===== config.mk =====
export PLATFORM = sky130hd
export DESIGN_NAME = ps2_sprite_mover
export DESIGN_NICKNAME = d
export VERILOG_FILES = /design/src/rtl/ps2_pkg.sv /design/src/rtl/ps2_scan_decoder.sv /design/src/rtl/ps2_sprite_mover.sv
export SDC_FILE = /design/constraint.sdc
export NUM_CORES = 1
export LEC_CHECK = 0
export BUFFER_PORTS_ARGS = -buffer_cell sky130_fd_sc_hd__buf_4
export CELL_PAD_IN_SITES_DETAIL_PLACEMENT = 0
export CELL_PAD_IN_SITES_GLOBAL_PLACEMENT = 2
export CORE_ASPECT_RATIO = 0.9
export CORE_MARGIN = 8
export CORE_UTILIZATION = 32
export DETAILED_ROUTE_END_ITERATION = 8
export GPL_ROUTABILITY_DRIVEN = 0
export PLACE_DENSITY = 0.9
export SYNTH_ARGS = -nofsm -noshare
export SYNTH_HDL_FRONTEND = slang
export SYNTH_SLANG_ARGS = --single-unit

===== constraint.sdc =====
create_clock -name clock -period 3.6 [get_ports clock]
set_input_delay 0.54 -clock clock [delete_from_list [all_inputs] [get_ports clock]]
set_output_delay 0.54 -clock clock [all_outputs]
set_load 0.005 [all_outputs]

===== src/rtl/ps2_pkg.sv =====
// ps2_pkg: PS/2 scan-code constants and parser state encoding
package ps2_pkg;
    localparam logic [7:0] CODE_EXT   = 8'hE0;
    localparam logic [7:0] CODE_BRK   = 8'hF0;
    localparam logic [7:0] CODE_UP    = 8'h75;
    localparam logic [7:0] CODE_DOWN  = 8'h72;
    localparam logic [7:0] CODE_LEFT  = 8'h6B;
    localparam logic [7:0] CODE_RIGHT = 8'h74;
    typedef logic [1:0] state_t;
    localparam state_t ST_IDLE    = 2'd0;
    localparam state_t ST_EXT     = 2'd1;
    localparam state_t ST_BRK     = 2'd2;
    localparam state_t ST_EXT_BRK = 2'd3;
endpackage


===== src/rtl/ps2_scan_decoder.sv =====
// ps2_scan_decoder: turns E0/F0-prefixed PS/2 byte streams into make/break events
module ps2_scan_decoder
    import ps2_pkg::*;
(
    input  logic       clock,
    input  logic       reset,
    input  logic [7:0] key_data,
    input  logic       key_pressed,
    output logic       ev_valid,
    output logic       ev_make,
    output logic       ev_ext,
    output logic [7:0] ev_code
);
    state_t state_q, state_d;
    always_comb begin
        state_d  = state_q;
        ev_valid = 1'b0;
        ev_make  = 1'b0;
        ev_ext   = 1'b0;
        ev_code  = key_data;
        if (key_pressed) begin
            case (state_q)
                ST_IDLE: begin
                    state_d  = key_data == CODE_EXT ? ST_EXT : key_data == CODE_BRK ? ST_BRK : ST_IDLE;
                    ev_valid = key_data != CODE_EXT && key_data != CODE_BRK;
                    ev_make  = 1'b1;
                end
                ST_EXT: begin
                    state_d  = key_data == CODE_BRK ? ST_EXT_BRK : ST_IDLE;
                    ev_valid = key_data != CODE_BRK;
                    ev_make  = 1'b1;
                    ev_ext   = 1'b1;
                end
                ST_BRK: begin
                    state_d  = ST_IDLE;
                    ev_valid = 1'b1;
                end
                default: begin
                    state_d  = ST_IDLE;
                    ev_valid = 1'b1;
                    ev_ext   = 1'b1;
                end
            endcase
        end
    end
    always_ff @(posedge clock)
        if (reset) state_q <= ST_IDLE;
        else       state_q <= state_d;
endmodule


===== src/rtl/ps2_sprite_mover.sv =====
// ps2_sprite_mover: moves a sprite position with PS/2 arrow keys, saturating at screen bounds
module ps2_sprite_mover
    import ps2_pkg::*;
#(
    parameter int         X_WIDTH   = 10,
    parameter int         Y_WIDTH   = 9,
    parameter int         X_MAX     = 639,
    parameter int         Y_MAX     = 479,
    parameter int         X_INIT    = 320,
    parameter int         Y_INIT    = 240,
    parameter int         STEP      = 4,
    parameter int         MODE      = 1,
    parameter logic [7:0] KEY_UP    = CODE_UP,
    parameter logic [7:0] KEY_DOWN  = CODE_DOWN,
    parameter logic [7:0] KEY_LEFT  = CODE_LEFT,
    parameter logic [7:0] KEY_RIGHT = CODE_RIGHT,
    parameter int         KEY_EXT   = 1
) (
    input  logic               clock,
    input  logic               reset,
    input  logic [7:0]         ps2_key_data,
    input  logic               ps2_key_pressed,
    input  logic               frame_tick,
    output logic [X_WIDTH-1:0] pos_x,
    output logic [Y_WIDTH-1:0] pos_y,
    output logic [3:0]         held,
    output logic               moved
);
    localparam logic [X_WIDTH:0] X_STEP = (X_WIDTH+1)'(STEP);
    localparam logic [Y_WIDTH:0] Y_STEP = (Y_WIDTH+1)'(STEP);
    localparam logic [X_WIDTH:0] X_LIM  = (X_WIDTH+1)'(X_MAX);
    localparam logic [Y_WIDTH:0] Y_LIM  = (Y_WIDTH+1)'(Y_MAX);
    logic               ev_valid, ev_make, ev_ext;
    logic [7:0]         ev_code;
    logic [3:0]         hit, step_dir, held_q, held_d;
    logic               go_up, go_down, go_left, go_right, moved_q, moved_d;
    logic [X_WIDTH-1:0] pos_x_q, pos_x_d;
    logic [Y_WIDTH-1:0] pos_y_q, pos_y_d;
    logic [X_WIDTH:0]   x_ext, x_sum, x_dec, x_inc;
    logic [Y_WIDTH:0]   y_ext, y_sum, y_dec, y_inc;
    ps2_scan_decoder u_dec (
        .clock      (clock),
        .reset      (reset),
        .key_data   (ps2_key_data),
        .key_pressed(ps2_key_pressed),
        .ev_valid   (ev_valid),
        .ev_make    (ev_make),
        .ev_ext     (ev_ext),
        .ev_code    (ev_code)
    );
    always_comb begin
        hit      = {4{ev_valid && ev_ext == (KEY_EXT != 0)}} &
                   {ev_code == KEY_UP, ev_code == KEY_DOWN, ev_code == KEY_LEFT, ev_code == KEY_RIGHT};
        held_d   = ev_make ? held_q | hit : held_q & ~hit;
        // MODE 0 steps on fresh makes only; MODE 1 uses the held keys as they stood at the tick
        step_dir = MODE == 0 ? (ev_make ? hit & ~held_q : 4'b0) : (frame_tick ? held_q : 4'b0);
        go_up    = step_dir[3] & ~step_dir[2];
        go_down  = step_dir[2] & ~step_dir[3];
        go_left  = step_dir[1] & ~step_dir[0];
        go_right = step_dir[0] & ~step_dir[1];
        x_ext    = {1'b0, pos_x_q};
        y_ext    = {1'b0, pos_y_q};
        x_sum    = x_ext + X_STEP;
        y_sum    = y_ext + Y_STEP;
        x_dec    = x_ext < X_STEP ? '0 : x_ext - X_STEP;
        y_dec    = y_ext < Y_STEP ? '0 : y_ext - Y_STEP;
        x_inc    = x_sum > X_LIM ? X_LIM : x_sum;
        y_inc    = y_sum > Y_LIM ? Y_LIM : y_sum;
        pos_x_d  = go_left ? x_dec[X_WIDTH-1:0] : go_right ? x_inc[X_WIDTH-1:0] : pos_x_q;
        pos_y_d  = go_up ? y_dec[Y_WIDTH-1:0] : go_down ? y_inc[Y_WIDTH-1:0] : pos_y_q;
        moved_d  = pos_x_d != pos_x_q || pos_y_d != pos_y_q;
    end
    always_ff @(posedge clock)
        if (reset) begin
            held_q  <= 4'b0;
            pos_x_q <= X_WIDTH'(X_INIT);
            pos_y_q <= Y_WIDTH'(Y_INIT);
            moved_q <= 1'b0;
        end else begin
            held_q  <= held_d;
            pos_x_q <= pos_x_d;
            pos_y_q <= pos_y_d;
            moved_q <= moved_d;
        end
    assign pos_x = pos_x_q;
    assign pos_y = pos_y_q;
    assign held  = held_q;
    assign moved = moved_q;
endmodule


==> impl_metrics.toml <==
[run_status]
outcome = "completed"

[power_and_ir_drop]
leakagePower_nw = 0.981
powerDensity_mw_per_mm2 = 217
finalPower_uw = 580
switching_power_uw = 125
ir_drop_uv = 117
switching_share = 0.216
pwr-share-seq = 0.508
combPwrFrac = 0.059
p_int_uw = 454
pwr-share-clk = 0.434

[placed_design]
io_buffers = 35
dp_slack_ns = 0.634
dpl.hpwl_mm = 5.56

[setup_path]
startpoint = "pos_y[5]"
reg2reg_setup_slack_ns = 0.59
crit_type = "reg -> reg"
endpoint = "moved"
r2r_start = "pos_y[5]"
r2r-end = "moved"
arrival_ns = 3.15
required_ns = 3.75
cp-start-kind = "flip-flop"
end_kind = "flip-flop"
path_max_fanout = 13
r2r.worst_path.cells = 7

[global_route]
grt_usage = 0.150
grt_max_degree = 25
antenna_found_initial = 0
grt-ovfl-total = 0
grt_pass1_vias = 2450
grt_pass1_wl_mm = 12.6

[clocking]
clk_path_buf_depth = 2
numClockSinks = 26
cts.clk_slew.worst_paths_ns = 0.10
holdBufCountCts = 0
ctsResizeCount = 0
cts_buffers = 3
cts.htree.levels = 1
cts_tree = "yes"
post_cts_buffers = 0
clock-root-buffer = "clkbuf_8"
clock_latency_ns = 0.28

[final_layout]
fill_cells = 753
syn_to_final_growth_pct = 16.0
diodes = 0
mostFrequentLayoutCell = "buf_4"
drive_above_1_share = 0.147
most-common-layout-cells = "buf_4, nand2_1, nor2_1"
nets = 359

[die]
initial_core_util = 0.329
rows = 29
die_w_um = 105
core_mm2 = 0.00700
die_h_um = 96.5
die_area_mm2 = 0.0102
io_pins = 36

[logic_synthesis]
synthCells = 325
async_flop_share = 0
synth_compound_gate_area_share = 0.273
synth_top_family_by_area = "simple AND/OR/NAND/NOR gates"
ys_types = 61
synthXorXnorAreaFrac = 0.0304
synth_flop_cell = "dfxtp_1"
syn_area_mm2 = 0.00230
syn_avg_cell_area_um2 = 7.09
synth_edf_count = 0
synth_mux_area_frac = 0.0272
ys_ff_latch = 26
ys_seq_area_frac = 0.226
synth-simple-area-share = 0.354
ys.warnings.count = 0
syn-num-nets = 342
synthAdderAreaFrac = 0.0272

[drt]
ant_nets = 0
wl_per_cell_um = 17.4
drc = 0
drt_wl_total_mm = 7.56
drt-initial-drc-count = 374
via_count = 2641
dr.pass1.iters = 5
vias_per_cell = 6.09

[sta]
fin_crit_ns = 3.01
setup_viol = 0
clock_skew_ns = 0.00221
fmax_mhz = 333
rsz0062_at_grt = "false"
min_period_over_period = 0.835
setup_tns_ns = 0
finalWorstSetupSlack_ns = 0.594
final_hold_viol_count = 0
finalMaxSlewViolations = 0
timing.slew.headroom = 0.604
tightest_slew_ns = 0.593

[flow_run]
cap_violations = 0

[hold_path]
min_path_type = "reg -> reg"
==> area by class of cell <==
| class | count | area (µm²) | area share |
|---|---|---|---|
| clock buffer | 3 | 41.3 | 0.0154 |
| clock inverter | 1 | 30.0 | 0.0112 |
| inverter | 9 | 33.8 | 0.0126 |
| multi-input combinational | 263 | 1640 | 0.613 |
| sequential | 26 | 520 | 0.195 |
| tap | 93 | 116 | 0.0435 |
| timing repair buffer | 39 | 293 | 0.110 |
==> worst min path at each step <==
| stage | startpoint | end | slack, ns | depth (start not counted) |
|---|---|---|---|---|
| 2_1_floorplan | u_dec.state_q[0] | u_dec.state_q[0] | 0.44 | 2 |
| 3_3_place_gp | u_dec.state_q[0] | u_dec.state_q[0] | 0.45 | 2 |
| 3_5_place_dp | u_dec.state_q[0] | u_dec.state_q[0] | 0.46 | 2 |
| 4_1_cts | u_dec.state_q[0] | u_dec.state_q[0] | 0.48 | 2 |
| 5_1_grt | u_dec.state_q[0] | u_dec.state_q[0] | 0.51 | 2 |
| 6_report | u_dec.state_q[0] | u_dec.state_q[0] | 0.48 | 2 |
==> cell usage after synthesis (2+ instances only) <==
library cell  count  area (µm²)
o221ai_1          2        17.5
nand3b_1          5        37.5
a21o_1            3        22.5
nor4bb_1          2        20.0
nor2b_1           2        12.5
nand2b_1          3        18.8
inv_1             9        33.8
o31ai_1           4        30.0
and3_1            3        18.8
nor2_1           28         105
a22oi_1           2        15.0
o21ai_0          18        90.1
nor3_1           12        60.1
a21oi_1          24         120
a211oi_1          7        52.6
or4_1             4        30.0
nor4_1            5        31.3
buf_2             2        10.0
o21ai_1           2        10.0
xor2_1            2        17.5
clkbuf_1         23        86.3
nand3_1          23         115
a221oi_1          2        17.5
mux2_2            2        22.5
and3b_1           5        43.8
o211ai_1          5        37.5
nand2_1          29         109
a31oi_1           7        43.8
mux2i_1           4        40.0
a32o_1            2        20.0
a41oi_1           3        26.3
nor4b_1           3        26.3
ha_1              5        62.6
nand4b_1          2        17.5
and2_1            4        25.0
xnor2_1           6        52.6
dfxtp_1          26         521
or3_1             8        50.1
nand4_1           5        31.3
==> cells by family (layout without fill, tap and decap cells) <==
family,Yosys count,after routing
DFF,26,26
xor gates and xnor gates,8,8
muxes,6,6
and+or+nand+nor,150,150
buffers and inverters,36,52
adders and majority gates,5,5
AOI/OAI and AO/OA,94,94
==> critical path, cell delays in order (launching register included) <==
cell and delay, ns:
dfxtp_1 0.44, or4_4 0.59, or4_1 0.58, o32ai_2 0.25
o211ai_1 0.11, or4_1 0.52, nor4_1 0.24, a41oi_1 0.15
==> power by group through the flow <==
stage / Sequential, mW / Combinational [mW] / Clock [mW]
after detailed placement: 0.301 / 0.0343 / 0
after global placement: 0.301 / 0.0339 / 0
final: 0.294 / 0.0340 / 0.251
after CTS: 0.294 / 0.0344 / 0.262
after global routing: 0.295 / 0.0379 / 0.270
after floorplan: 0.297 / 0.0187 / 0
==> per-layer routing <==
layer	track usage	vias to the layer above	wire length, µm
met3	0.0232	4	554
met4	0.0356	0	65
li1	-	1264	-
met5	0	-	0
met2	0.247	140	3430
met1	0.202	1233	3510
==> stage by stage <==
step | cells | utilization | hold WS [ns] | instance area (µm²)
2_1_floorplan | 325 | - | 0.436 | 2300
3_3_place_gp | 430 | 0.371 | 0.452 | 2600
3_5_place_dp | 430 | 0.371 | 0.465 | 2600
4_1_cts | 434 | 0.382 | 0.481 | 2670
5_1_grt | 434 | 0.382 | 0.511 | 2670
6_report | 434 | 0.382 | 0.479 | 2670
Note: power is estimated with default switching activity, not from simulation.
